<file path="src/rtl/lsu_pkg.sv">
// Shared types and constants for the load/store unit.
// addr_mode_t carries the same 3-bit encoding the control unit drives on AddrMode.
package lsu_pkg;

  typedef enum logic [2:0] {
    ModeLb  = 3'b000,
    ModeLh  = 3'b001,
    ModeLw  = 3'b010,
    ModeLbu = 3'b011,
    ModeLhu = 3'b100,
    ModeSb  = 3'b101,
    ModeSh  = 3'b110,
    ModeSw  = 3'b111
  } addr_mode_t;

  typedef enum logic [1:0] {
    StIdle = 2'b00,
    StBusy = 2'b01,
    StResp = 2'b10
  } lsu_state_t;

  localparam logic [3:0] BE_BYTE = 4'b0001;
  localparam logic [3:0] BE_HALF = 4'b0011;
  localparam logic [3:0] BE_WORD = 4'b1111;

  function automatic logic is_store(addr_mode_t mode);
    return (mode == ModeSb) || (mode == ModeSh) || (mode == ModeSw);
  endfunction

endpackage

</file>
<file path="src/rtl/lsu_align.sv">
// Combinational lane logic for the load/store unit.
// Ports:
//   mode       access code (addr_mode_t encoding)
//   addr_lo    byte offset within the word
//   wdata      store data as supplied by the core
//   mem_rdata  word returned by memory
//   mem_be     byte enables for the access
//   mem_wdata  store data replicated onto the addressed lanes
//   load_data  selected lane, sign/zero-extended to 32 bits
//   misaligned access does not meet its natural alignment
module lsu_align
  import lsu_pkg::*;
(
  input  logic [2:0]  mode,
  input  logic [1:0]  addr_lo,
  input  logic [31:0] wdata,
  input  logic [31:0] mem_rdata,
  output logic [3:0]  mem_be,
  output logic [31:0] mem_wdata,
  output logic [31:0] load_data,
  output logic        misaligned
);

  addr_mode_t  mode_e;
  logic [7:0]  byte_sel;
  logic [15:0] half_sel;

  assign mode_e   = addr_mode_t'(mode);
  assign byte_sel = mem_rdata[{addr_lo, 3'b000} +: 8];
  assign half_sel = addr_lo[1] ? mem_rdata[31:16] : mem_rdata[15:0];

  always_comb begin
    mem_be     = BE_WORD;
    mem_wdata  = wdata;
    load_data  = mem_rdata;
    misaligned = 1'b0;
    unique case (mode_e)
      ModeLb:  load_data = {{24{byte_sel[7]}}, byte_sel};
      ModeLbu: load_data = {24'h0, byte_sel};
      ModeLh: begin
        misaligned = addr_lo[0];
        load_data  = {{16{half_sel[15]}}, half_sel};
      end
      ModeLhu: begin
        misaligned = addr_lo[0];
        load_data  = {16'h0, half_sel};
      end
      ModeLw:  misaligned = |addr_lo;
      ModeSb: begin
        mem_be    = BE_BYTE << addr_lo;
        mem_wdata = {4{wdata[7:0]}};
      end
      ModeSh: begin
        misaligned = addr_lo[0];
        mem_be     = BE_HALF << addr_lo;
        mem_wdata  = {2{wdata[15:0]}};
      end
      ModeSw:  misaligned = |addr_lo;
      default: ;
    endcase
  end

endmodule

</file>
<file path="src/rtl/load_store_unit.sv">
// Sequential load/store unit between execute and a word-wide data memory.
// Ports:
//   clk, rst_n          clock, asynchronous active-low reset
//   req_valid           execute stage presents an access
//   AddrMode            access code (see lsu_pkg::addr_mode_t)
//   addr, wdata         byte address and store data
//   stall               hold the pipeline
//   done, misaligned    completion pulse, rejection flag (same cycle)
//   rdata               last completed load result
//   mem_req, mem_we     memory request / write
//   mem_be, mem_addr    byte enables, word-aligned address
//   mem_wdata           lane-steered store data
//   mem_ready, mem_rdata memory completion and read word
module load_store_unit
  import lsu_pkg::*;
#(
  parameter int unsigned DATA_WIDTH = 32,
  parameter int unsigned ADDR_WIDTH = 32
) (
  input  logic                  clk,
  input  logic                  rst_n,
  input  logic                  req_valid,
  input  logic [2:0]            AddrMode,
  input  logic [ADDR_WIDTH-1:0] addr,
  input  logic [DATA_WIDTH-1:0] wdata,
  output logic                  stall,
  output logic                  done,
  output logic [DATA_WIDTH-1:0] rdata,
  output logic                  misaligned,
  output logic                  mem_req,
  output logic                  mem_we,
  output logic [3:0]            mem_be,
  output logic [ADDR_WIDTH-1:0] mem_addr,
  output logic [DATA_WIDTH-1:0] mem_wdata,
  input  logic                  mem_ready,
  input  logic [DATA_WIDTH-1:0] mem_rdata
);

  lsu_state_t            state_q, state_d;
  addr_mode_t            mode_q;
  logic [ADDR_WIDTH-1:0] addr_q;
  logic [DATA_WIDTH-1:0] wdata_q;
  logic [DATA_WIDTH-1:0] rdata_q;
  logic                  err_q;

  logic       idle, busy, resp, accept;
  logic [2:0] align_mode;
  logic [1:0] align_addr;
  logic [3:0]            be;
  logic [DATA_WIDTH-1:0] steered_wdata;
  logic [DATA_WIDTH-1:0] load_data;
  logic                  align_err;

  assign idle   = (state_q == StIdle);
  assign busy   = (state_q == StBusy);
  assign resp   = (state_q == StResp);
  assign accept = idle && req_valid;

  // In IDLE the aligner checks the live request; afterwards it works on the latched one.
  assign align_mode = idle ? AddrMode   : mode_q;
  assign align_addr = idle ? addr[1:0]  : addr_q[1:0];

  lsu_align u_align (
    .mode       (align_mode),
    .addr_lo    (align_addr),
    .wdata      (wdata_q),
    .mem_rdata  (mem_rdata),
    .mem_be     (be),
    .mem_wdata  (steered_wdata),
    .load_data  (load_data),
    .misaligned (align_err)
  );

  always_comb begin
    state_d = state_q;
    unique case (state_q)
      StIdle:  if (req_valid) state_d = align_err ? StResp : StBusy;
      StBusy:  if (mem_ready) state_d = StResp;
      StResp:  state_d = StIdle;
      default: state_d = StIdle;
    endcase
  end

  always_ff @(posedge clk or negedge rst_n) begin
    if (!rst_n) begin
      state_q <= StIdle;
      mode_q  <= ModeLb;
      addr_q  <= '0;
      wdata_q <= '0;
      rdata_q <= '0;
      err_q   <= 1'b0;
    end else begin
      state_q <= state_d;
      if (accept) begin
        mode_q  <= addr_mode_t'(AddrMode);
        addr_q  <= addr;
        wdata_q <= wdata;
        err_q   <= align_err;
      end
      if (busy && mem_ready && !is_store(mode_q)) begin
        rdata_q <= load_data;
      end
    end
  end

  // Memory-side outputs are zero outside BUSY so nothing leaks from latched state.
  always_comb begin
    stall      = accept || busy;
    done       = resp;
    misaligned = resp && err_q;
    rdata      = rdata_q;
    mem_req    = busy;
    mem_we     = busy && is_store(mode_q);
    mem_be     = busy ? be : 4'b0000;
    mem_addr   = busy ? {addr_q[ADDR_WIDTH-1:2], 2'b00} : '0;
    mem_wdata  = busy ? steered_wdata : '0;
  end

endmodule
</file>
<file path="config.mk">
export PLATFORM = sky130hd
export DESIGN_NAME = load_store_unit
export DESIGN_NICKNAME = d
export VERILOG_FILES = /design/src/rtl/lsu_pkg.sv /design/src/rtl/lsu_align.sv /design/src/rtl/load_store_unit.sv
export SDC_FILE = /design/constraint.sdc
export NUM_CORES = 1
export LEC_CHECK = 0
export ABC_CLOCK_PERIOD_IN_PS = 4950
export CORE_MARGIN = 8
export CORE_UTILIZATION = 50
export DETAILED_ROUTE_END_ITERATION = 8
export PLACE_DENSITY = 0.87
export SYNTH_ARGS = -nofsm -noshare
export SYNTH_HDL_FRONTEND = slang
export SYNTH_HIERARCHICAL = 1
export SYNTH_SLANG_ARGS = --single-unit
</file>
<file path="constraint.sdc">
create_clock -name clk -period 4.95 [get_ports clk]
set_input_delay 0.7425 -clock clk [delete_from_list [all_inputs] [get_ports clk]]
set_output_delay 0.7425 -clock clk [all_outputs]
set_load 0.05 [all_outputs]
</file>
==> flow_summary.rst <==
.. list-table::
   :header-rows: 1

   * - Metric
     - Value
   * - Run status
     - finished clean
   * - Worst max-slew margin expressed relative to the limit
     - 22.4%
   * - Final number of max-transition violations
     - 0
   * - Switching Share
     - 47.5%
   * - Post-CTS repair timing setup buffer count
     - 0
   * - Deepest level of the CTS H-tree
     - 3
   * - Mux share of post-synthesis cell area
     - 28.1%
   * - CP max stage cell
     - sky130_fd_sc_hd__nand3_1
   * - Leading cell types in the layout, fill and taps excluded
     - 196 x sky130_fd_sc_hd__clkdlybuf4s50_1, 102 x sky130_fd_sc_hd__dfrtp_1, 90 x sky130_fd_sc_hd__mux2_4
   * - Skew-Pair Late Insertion Delay
     - 350 ps
   * - Average vias per placed instance
     - 5.62
   * - Die width
     - 130 µm
   * - Total area of multi-input combinational cells
     - ~0.0035 mm²
   * - Placer's final routability congestion estimate
     - around 0.85
   * - Filler Cell Count
     - 938
   * - Psw
     - 3.18 mW
   * - Non-filler cells in the finished layout
     - 896
   * - Commonest non-fill, non-tap cell in the layout
     - sky130_fd_sc_hd__clkdlybuf4s50_1
   * - FF/Latch Area
     - 0.00255 mm²
   * - Wirelength, routed
     - 18600 µm
   * - Final period util
     - 85.8%
   * - Final core utilization
     - 68.4%
   * - Share of power burned in the clock network
     - 9.9%
   * - Highest cell delay on the worst timing path
     - between 500 and 600 ps
   * - Core Box Area
     - around 0.013 mm²
   * - Setup_tns
     - 0 ps
   * - Number of cells after detailed placement
     - between 800 and 900
   * - Total non-filler cell area in the finished layout
     - 0.00863 mm²
   * - Distinct cells, synth
     - 55
   * - Top fanout value on the critical path
     - 28
   * - Number of vias in the routed layout
     - roughly 5000
   * - Pre-CTS worst setup slack
     - 733 ps
   * - Part of the power in combinational logic
     - between 60% and 70%
   * - Arrival time of the worst setup path
     - about 3500 ps
   * - Worst path buffer plus inverter count
     - 4
   * - Post-Syn Instances
     - between 500 and 600
   * - Share of synthesized cell area in full adder, half adder and majority cells
     - 0%
   * - Flop and latch count out of synthesis
     - 102
   * - Data required, critical path
     - 4210 ps
   * - Cell Pwr Density
     - 776 mW/mm²
   * - Number of resized instances in the post-cts repair step
     - 0
   * - Max Clock Skew
     - 8.14 ps
   * - Unrepaired setup endpoints after global routing
     - false
   * - Share of flip-flops with an asynchronous set or reset after synthesis
     - 100%
   * - Maximum number of pins on one net before global-route repair
     - 69
   * - Shortest clock period the worst path allows after layout
     - 4250 ps
   * - Maximum root-to-sink buffer count
     - 2
   * - Power Total
     - 6.69 mW
   * - Cell Rows
     - 41
   * - Library cell occupying the most area in the post-synthesis netlist
     - sky130_fd_sc_hd__dfrtp_1
   * - Cell area after synthesis
     - 0.00646 mm²
   * - Number of enable-type register cells in the synthesized netlist
     - 0
   * - Internal Power
     - 3.51 mW
   * - Number of global-route vias before repair
     - 5320
   * - Cts bufs inserted
     - 9
   * - Kind of start point of the critical path
     - input pin
   * - CTS tree
     - yes
   * - Number of buffer cells added on primary ports
     - 205
   * - Main combinational cell family by area after synthesis
     - multiplexers
   * - Final hold vios
     - 0
   * - Die area
     - 0.0168 mm²
   * - Worst path top cell family by delay
     - buffers and inverters
   * - Detail-routed net length per standard cell
     - 20.8 µm
   * - Global-route congestion overflow total
     - 0
   * - Highest achievable clock rate
     - 0.236 GHz
   * - Cell types with the largest area share after synthesis
     - sky130_fd_sc_hd__dfrtp_1 40%, sky130_fd_sc_hd__mux2_4 21%, sky130_fd_sc_hd__and2_1 6.5%
   * - Cell at the root of the clock tree
     - sky130_fd_sc_hd__clkbuf_16
   * - Tightest Pin Transition
     - 1160 ps
   * - HP Class
     - input pin to async pin
   * - Leakage power total
     - 3.82 nW
   * - Share of the yosys chip area belonging to registers
     - 39.5%
   * - First-pass detailed-route iteration total
     - 5
   * - ANT cells
     - 0
   * - Number of nets in the final layout
     - 822
   * - Main flop type after synthesis
     - sky130_fd_sc_hd__dfrtp_1
   * - WHS
     - 490 ps
   * - Post-synthesis simple-gate area fraction
     - ~16%
   * - Die extent in y
     - 130 µm
   * - Cell chain of the critical path
     - clkdlybuf4s50_1 -> mux2_2 -> buf_4 -> clkinv_1 -> nand3_1 -> mux2_2 -> and2_1 -> buf_4
   * - Layout area overhead
     - 33.7%
   * - Detailed-route DRC error count
     - 0
   * - Share of layout cells above drive strength 1
     - 22.0%
   * - XOR/XNOR share of the synthesized area
     - less than 1%
   * - Synth warnings
     - 6
   * - Final setup viols
     - 0
   * - Sequential share of power
     - 23.4%
   * - Top-Level Pins
     - between 200 and 250
   * - Clock transition at the registers of the reported paths
     - 60 ps
   * - Number of buffers added to fix hold violations after cts
     - 0
   * - Initial antenna violation count
     - 0
   * - Sink Count
     - between 100 and 150
   * - Synth Area in Compound Gates
     - 9.63%
   * - Maximum capacitance violations
     - 0
   * - Post-detailed-route count of antenna-violating nets
     - 0
   * - Gr usage total
     - 22.0%
   * - Maximum vdd drop
     - 0.480 mV
   * - Cell area after placement
     - 0.00836 mm²
   * - Area share of the largest cell type after synthesis
     - between 30% and 40%
   * - Average footprint of a synthesized cell
     - approximately 12 µm²
   * - Iteration-0 DRC Markers
     - 350
   * - Endpoint class of the critical path
     - output pin
   * - Starting density of the core
     - 51.2%
   * - Critical path type
     - input pin to output pin
   * - Detailed Place HPWL
     - 13500 µm
   * - Worst-case setup margin in the final layout
     - 704 ps
   * - Global-route wire length before repair
     - 28800 µm
## power by group through the flow
stage,registers (mW),logic [mW],clock network (mW)
after CTS,1.57,4.46,0.676
after detailed placement,1.57,4.44,0
after floorplan,1.89,2.99,0
after global routing,1.62,4.71,0.711
final,1.57,4.46,0.661
after global placement,1.54,4.33,0
## registers in the layout (all words and copies together), names as in the netlist
name and count:
addr_q 32, rdata 32, wdata_q 32, mode_q 3, state_q 2, err_q 1
## cell type report
| type | count | area share (%) |
|---|---|---|
| multi-input cells | 389 | 40.5 |
| flip-flops and latches | 102 | 29.6 |
| repair buffers | 211 | 24.0 |
| clock buffers | 13 | 2.90 |
| well taps | 172 | 2.49 |
| inverters | 6 | 0.261 |
| clock inverters | 3 | 0.232 |
## final timing paths
kind	startpoint	endpoint	cells past startpoint	slack, ps
min in group clk	addr_q[8]	addr_q[8]	1	510
worst max register to register	state_q[0]	rdata[1]	7	1760
worst max-delay path	AddrMode[1]	mem_wdata[15]	8	700
worst min-delay path	rst_n	wdata_q[9]	1	490
max in group asynchronous	rst_n	wdata_q[26]	2	3400
worst min register to register	addr_q[8]	addr_q[8]	1	510
## synthesized netlist by cell type (8+ instances only)
master	n
sky130_fd_sc_hd__dfrtp_1	102
sky130_fd_sc_hd__mux2_4	90
sky130_fd_sc_hd__and2_1	67
sky130_fd_sc_hd__nand2_1	49
sky130_fd_sc_hd__mux2_2	33
sky130_fd_sc_hd__o221ai_1	24
sky130_fd_sc_hd__clkbuf_1	22
sky130_fd_sc_hd__a21oi_1	19
sky130_fd_sc_hd__nor2_1	11
sky130_fd_sc_hd__nor2b_1	11
sky130_fd_sc_hd__buf_4	10
sky130_fd_sc_hd__a22o_1	9
sky130_fd_sc_hd__and4_1	8
## worst reg2reg max path, cell delays in order, from the launching register on
cell                       delay [ps]
sky130_fd_sc_hd__dfrtp_1          440
sky130_fd_sc_hd__nor2_4           230
sky130_fd_sc_hd__mux2_2           220
sky130_fd_sc_hd__buf_4            290
sky130_fd_sc_hd__clkinv_1         520
sky130_fd_sc_hd__o221ai_1         750
sky130_fd_sc_hd__o221ai_1         310
sky130_fd_sc_hd__mux2_4           320
## kinds of logic after synthesis
group,after synthesis
mux,131
flops,102
compound gates,78
xor+xnor,2
other cells,1
simple gates,176
buf+inv,59
## layer usage
layer / vias up / share of wire, % / global-route usage (%)
met4: 0 / 3.1 / 9.56
met5: - / 0 / 0
met3: 47 / 7.3 / 6.90
met2: 218 / 50 / 36.7
met1: 2465 / 39 / 25.7
li1: 2307 / - / -
(Power assumes the default switching activity.)
